### src/rtl/tpu_pkg.sv
// Shared TPU defaults and the per-lane delay rule used by the skew buffer and its bench.
package tpu_pkg;

  localparam int unsigned TPU_DATA_W = 32;
  localparam int unsigned TPU_LANES  = 4;

  // Skew staggers lane k later by k; deskew mirrors it so the last lane is shortest.
  function automatic int unsigned lane_delay(input int unsigned k,
                                             input int unsigned lanes,
                                             input int unsigned base_delay,
                                             input int unsigned reverse);
    if (reverse != 0) begin
      return base_delay + lanes - 1 - k;
    end
    return base_delay + k;
  endfunction

endpackage

### src/rtl/skew_lane.sv
// One lane of the skew buffer: a DEPTH-stage {valid, data} shift chain with stall and flush.
// SKEW_ZERO_FILL_EN masks the output data to zero whenever the last stage is invalid.
module skew_lane
  import tpu_pkg::*;
#(
  parameter int unsigned DATA_W = TPU_DATA_W,
  parameter int unsigned DEPTH  = 1
) (
  input  logic              i_clk,
  input  logic              i_rstn,
  input  logic              i_en,
  input  logic              i_flush,
  input  logic              i_valid,
  input  logic [DATA_W-1:0] i_data,
  output logic              o_valid,
  output logic [DATA_W-1:0] o_data,
  output logic              o_busy
);

  logic [DEPTH-1:0]  valid_q, valid_d;
  logic [DATA_W-1:0] data_q [DEPTH];
  logic [DATA_W-1:0] data_d [DEPTH];

  // Invalid entries still shift; only the valid bit qualifies them.
  always_comb begin
    valid_d = valid_q;
    data_d  = data_q;
    if (i_flush) begin
      valid_d = '0;
      for (int j = 0; j < DEPTH; j++) data_d[j] = '0;
    end else if (i_en) begin
      valid_d[0] = i_valid;
      data_d[0]  = i_data;
      for (int j = 1; j < DEPTH; j++) begin
        valid_d[j] = valid_q[j-1];
        data_d[j]  = data_q[j-1];
      end
    end
  end

  always_ff @(posedge i_clk) begin
    if (!i_rstn) begin
      valid_q <= '0;
      for (int j = 0; j < DEPTH; j++) data_q[j] <= '0;
    end else begin
      valid_q <= valid_d;
      for (int j = 0; j < DEPTH; j++) data_q[j] <= data_d[j];
    end
  end

  assign o_valid = valid_q[DEPTH-1];
  assign o_busy  = |valid_q;

`ifdef SKEW_ZERO_FILL_EN
  assign o_data = data_q[DEPTH-1] & {DATA_W{valid_q[DEPTH-1]}};
`else
  assign o_data = data_q[DEPTH-1];
`endif

endmodule

### src/rtl/systolic_skew_buffer.sv
// Per-lane delay buffer feeding (skew) or draining (deskew) a systolic array edge.
// Optional SKEW_ZERO_FILL_EN forces invalid output lanes to zero.
module systolic_skew_buffer
  import tpu_pkg::*;
#(
  parameter int unsigned DATA_W     = TPU_DATA_W,
  parameter int unsigned LANES      = TPU_LANES,
  parameter int unsigned BASE_DELAY = 1,
  parameter int unsigned REVERSE    = 0
) (
  input  logic                    i_clk,
  input  logic                    i_rstn,
  input  logic                    i_en,
  input  logic                    i_flush,
  input  logic                    i_valid,
  input  logic [LANES*DATA_W-1:0] i_data,
  output logic [LANES-1:0]        o_valid,
  output logic [LANES*DATA_W-1:0] o_data,
  output logic                    o_busy
);

  logic [LANES-1:0] lane_busy;

  for (genvar k = 0; k < LANES; k++) begin : g_lane
    localparam int unsigned LaneDepth = lane_delay(k, LANES, BASE_DELAY, REVERSE);

    skew_lane #(
      .DATA_W (DATA_W),
      .DEPTH  (LaneDepth)
    ) u_lane (
      .i_clk   (i_clk),
      .i_rstn  (i_rstn),
      .i_en    (i_en),
      .i_flush (i_flush),
      .i_valid (i_valid),
      .i_data  (i_data[k*DATA_W +: DATA_W]),
      .o_valid (o_valid[k]),
      .o_data  (o_data[k*DATA_W +: DATA_W]),
      .o_busy  (lane_busy[k])
    );
  end

  assign o_busy = |lane_busy;

endmodule
### config.mk
export PLATFORM = sky130hd
export DESIGN_NAME = systolic_skew_buffer
export DESIGN_NICKNAME = d
export VERILOG_FILES = /design/src/rtl/tpu_pkg.sv /design/src/rtl/skew_lane.sv /design/src/rtl/systolic_skew_buffer.sv
export SDC_FILE = /design/constraint.sdc
export NUM_CORES = 1
export LEC_CHECK = 0
export CORE_MARGIN = 4
export CORE_UTILIZATION = 54
export DETAILED_ROUTE_END_ITERATION = 8
export GPL_TIMING_DRIVEN = 0
export MAX_ROUTING_LAYER = met4
export PLACE_DENSITY = 0.84
export SYNTH_ARGS = -nofsm -noshare
export SYNTH_HDL_FRONTEND = slang
export SYNTH_SLANG_ARGS = --single-unit
export TNS_END_PERCENT = 30
### constraint.sdc
create_clock -name i_clk -period 2.9 [get_ports i_clk]
set_input_delay 0.58 -clock i_clk [delete_from_list [all_inputs] [get_ports i_clk]]
set_output_delay 0.58 -clock i_clk [all_outputs]
set_load 0.005 [all_outputs]
==> summary.txt <==
Yosys
  – Syn_nets: 1279
  – Mapped Area: 12300 um2
  – Post-synthesis sequential area ratio: 0.529
  – Syn Inst Count: 1146
  – Synth unique cells: 9
  – Synth top area share: 0.529
  – Mean area per synthesized cell: 10.7 um2
  – Seq cells post-synth: 324
  – Top cells by area, synth: dfxtp_1 (53%), mux2i_1 (26%), nor2_1 (9.9%), buf_4 (6.7%), buf_6 (2.7%)
  – YS warnings: 0
  – Synth area leader: dfxtp_1

Die
  – Num rows: 54
  – Die width: 159 um
  – Die Ht: 159 um
  – Die area: 25200 um2
  – Io pins: 266
  – Placeable Area: 22100 um2
  – Initial Utilization: 0.555

Timing
  – Max Freq: 414 MHz
  – Ratio of final minimum period to clock period: 0.833
  – Worst Tran Pin Value: 0.542 ns
  – Period minus WS final: 2.42 ns
  – Fin. Hold Viols: 0
  – Slew Limit Fails: 0
  – Clock skew: 0.0169 ns
  – RSZ-0062 raised after global routing: false
  – Worst hold margin: 0.488 ns
  – Rel. slew slack: 0.639
  – Setup TNS: 0 ns
  – Finish-stage setup viols: 0

Power and ir drop
  – PwrDens: 586 nW/um2
  – Int Pwr: 7550 uW
  – Combinational share of power: 0.075
  – Leak Pwr: 0.00715 uW
  – Flop pwr share: 0.476
  – Sw Ratio: 0.213
  – Peak supply drop: 461 uV
  – Psw: 2050 uW
  – Clock network fraction of total power: 0.450

Clock network
  – Postcts setup bufs: 0
  – Clock Pin Slew Worst Setup and Hold Paths: 0.06 ns
  – CTS Sinks: 324
  – CTS buffer count: 34
  – Root Driver: clkbuf_16
  – H-tree depth: 2
  – Clk buf depth: 3
  – Clock latency on the worst-skew pair: 0.50 ns
  – Hold buffer count at CTS: 0
  – CTS tree: built
  – Post-cts gate resize count: 0

Global route
  – First-pass GRT wire length: 43500 um
  – Largest net degree at the start of global routing: 15
  – Tot GR Track Use: 0.219
  – GR Overflow Total: 0
  – Number of global-route vias before repair: 8665
  – Antenna violations before repair: 0

Drt
  – DR vias: 8485
  – Starting DRT DRC Count: 375
  – Detailed-router iteration count before antenna repair: 4
  – Drc violations: 0
  – Drt via density: 4.85
  – Total Routed Length: 27400 um
  – Routed wire per std cell: 15.7 um
  – DRT antenna net count: 0

Placement
  – Dpl hpwl: 19400 um
  – Dpl cell area: 15300 um2
  – GPL Wtd Cong: 0.797
  – Port Buffers: 264

Cells and area
  – Net count of the finished layout: 1579
  – Storage cell area: 6490 um2
  – Fin util: 0.741
  – Layout cell share with drive strength beyond 1: 0.146
  – Final instance area: 16400 um2
  – Ant diodes: 0
  – Syn-to-layout area delta: 33.5%
  – Fillers: 1524
  – Area of the multi-input gates: 4470 um2

Critical path
  – Crit path buffers/inverters: 1
  – Worst Path Class, Setup: reg -> out
  – Critical path's top delay family: simple AND/OR/NAND/NOR gates
  – CP cell instances: or4_1, clkdlybuf4s50_1
  – Crit-path slowest cell: or4_1
  – CP endpoint kind: primary output
  – Crit Path Max Fanout: 3
  – WP data arrival: 1.84 ns
  – Max incr delay on CP: 0.53 ns
  – Critical path startpoint category: flop
  – Crit path required time: 2.32 ns

Hold path
  – Hold WC Path Type: reg -> reg

Status
  – Status: complete, no violations

Run
  – Total of max-cap violations: 0
synth_stat cells:
cell      number
dfxtp_1      324
mux2i_1      324
nor2_1       324
buf_4        109
buf_6         29
buf_2         25
clkbuf_1       9
nand2b_1       1
or4_1          1
kinds of logic after synthesis:
group | synth area share
buf+inv | 0.106
flops | 0.529
mux | 0.264
simple gates | 0.100
layer usage:
metal / global-route usage / up-vias / wire [um]
met3: 0.0612 / 39 / 1930
met4: 0.0475 / 0 / 428
met2: 0.367 / 202 / 13300
met5: - / - / 0
li1: - / 4264 / -
met1: 0.266 / 3980 / 11800
worst register-to-register path, cell delays in order, from the launching register on:
cell and delay [ns]:
dfxtp_1 0.32, mux2i_1 0.20, nor2_1 0.08
final timing paths:
kind | start | endpoint | slack (ns) | depth (start not counted)
setup / recovery | g_lane[3].u_lane.valid_q[3]$_SDFFE_PP0P_ | o_busy | 0.48 | 2
hold / removal | g_lane[0].u_lane.o_data[19]$_SDFFE_PP0P_ | g_lane[0].u_lane.o_data[19]$_SDFFE_PP0P_ | 0.49 | 2
setup reg to reg | g_lane[3].u_lane.data_q[45]$_SDFFE_PP0P_ | g_lane[3].u_lane.data_q[45]$_SDFFE_PP0P_ | 2.16 | 2
hold reg to reg | g_lane[0].u_lane.o_data[19]$_SDFFE_PP0P_ | g_lane[0].u_lane.o_data[19]$_SDFFE_PP0P_ | 0.49 | 2
cell type report:
type,instances,share of cell area
flip-flops and latches,324,0.396
multi-input cells,650,0.273
repair buffers,264,0.161
plain buffers,172,0.0796
clock buffers,51,0.0627
well taps,280,0.0214
clock inverters,7,0.00558
cell usage in the layout (no fill, tap or decap), types with 2 or more instances in the layout:
| master | n |
|---|---|
| clkinv_2 | 3 |
| dfxtp_1 | 324 |
| clkbuf_8 | 9 |
| buf_2 | 25 |
| buf_6 | 29 |
| buf_4 | 109 |
| bufinv_16 | 2 |
| clkbuf_1 | 16 |
| clkbuf_16 | 35 |
| clkdlybuf4s50_1 | 264 |
| nor2_1 | 324 |
| mux2i_1 | 324 |
registers in the layout, summed over array words and instances (netlist names):
| signal | flops |
|---|---|
| g_lane.u_lane.o_data | 128 |
| g_lane.u_lane.valid_q | 4 |
| g_lane.u_lane.data_q | 192 |
through the flow:
stage	std cells	total power [uW]	setup WS, ns
after floorplan	1146	5060	1.50
after detailed placement	1690	5380	0.686
after global routing	1748	9900	0.439
after global placement	1690	5370	0.735
after CTS	1748	9670	0.459
final	1748	9590	0.483
power groups by stage:
stage / registers, uW / logic, uW / clock network (uW)
2_1_floorplan: 4650 / 408 / 0
3_3_place_gp: 4660 / 711 / 0
3_5_place_dp: 4660 / 718 / 0
4_1_cts: 4560 / 725 / 4390
5_1_grt: 4570 / 771 / 4570
6_report: 4560 / 719 / 4310
(Power assumes the default switching activity.)
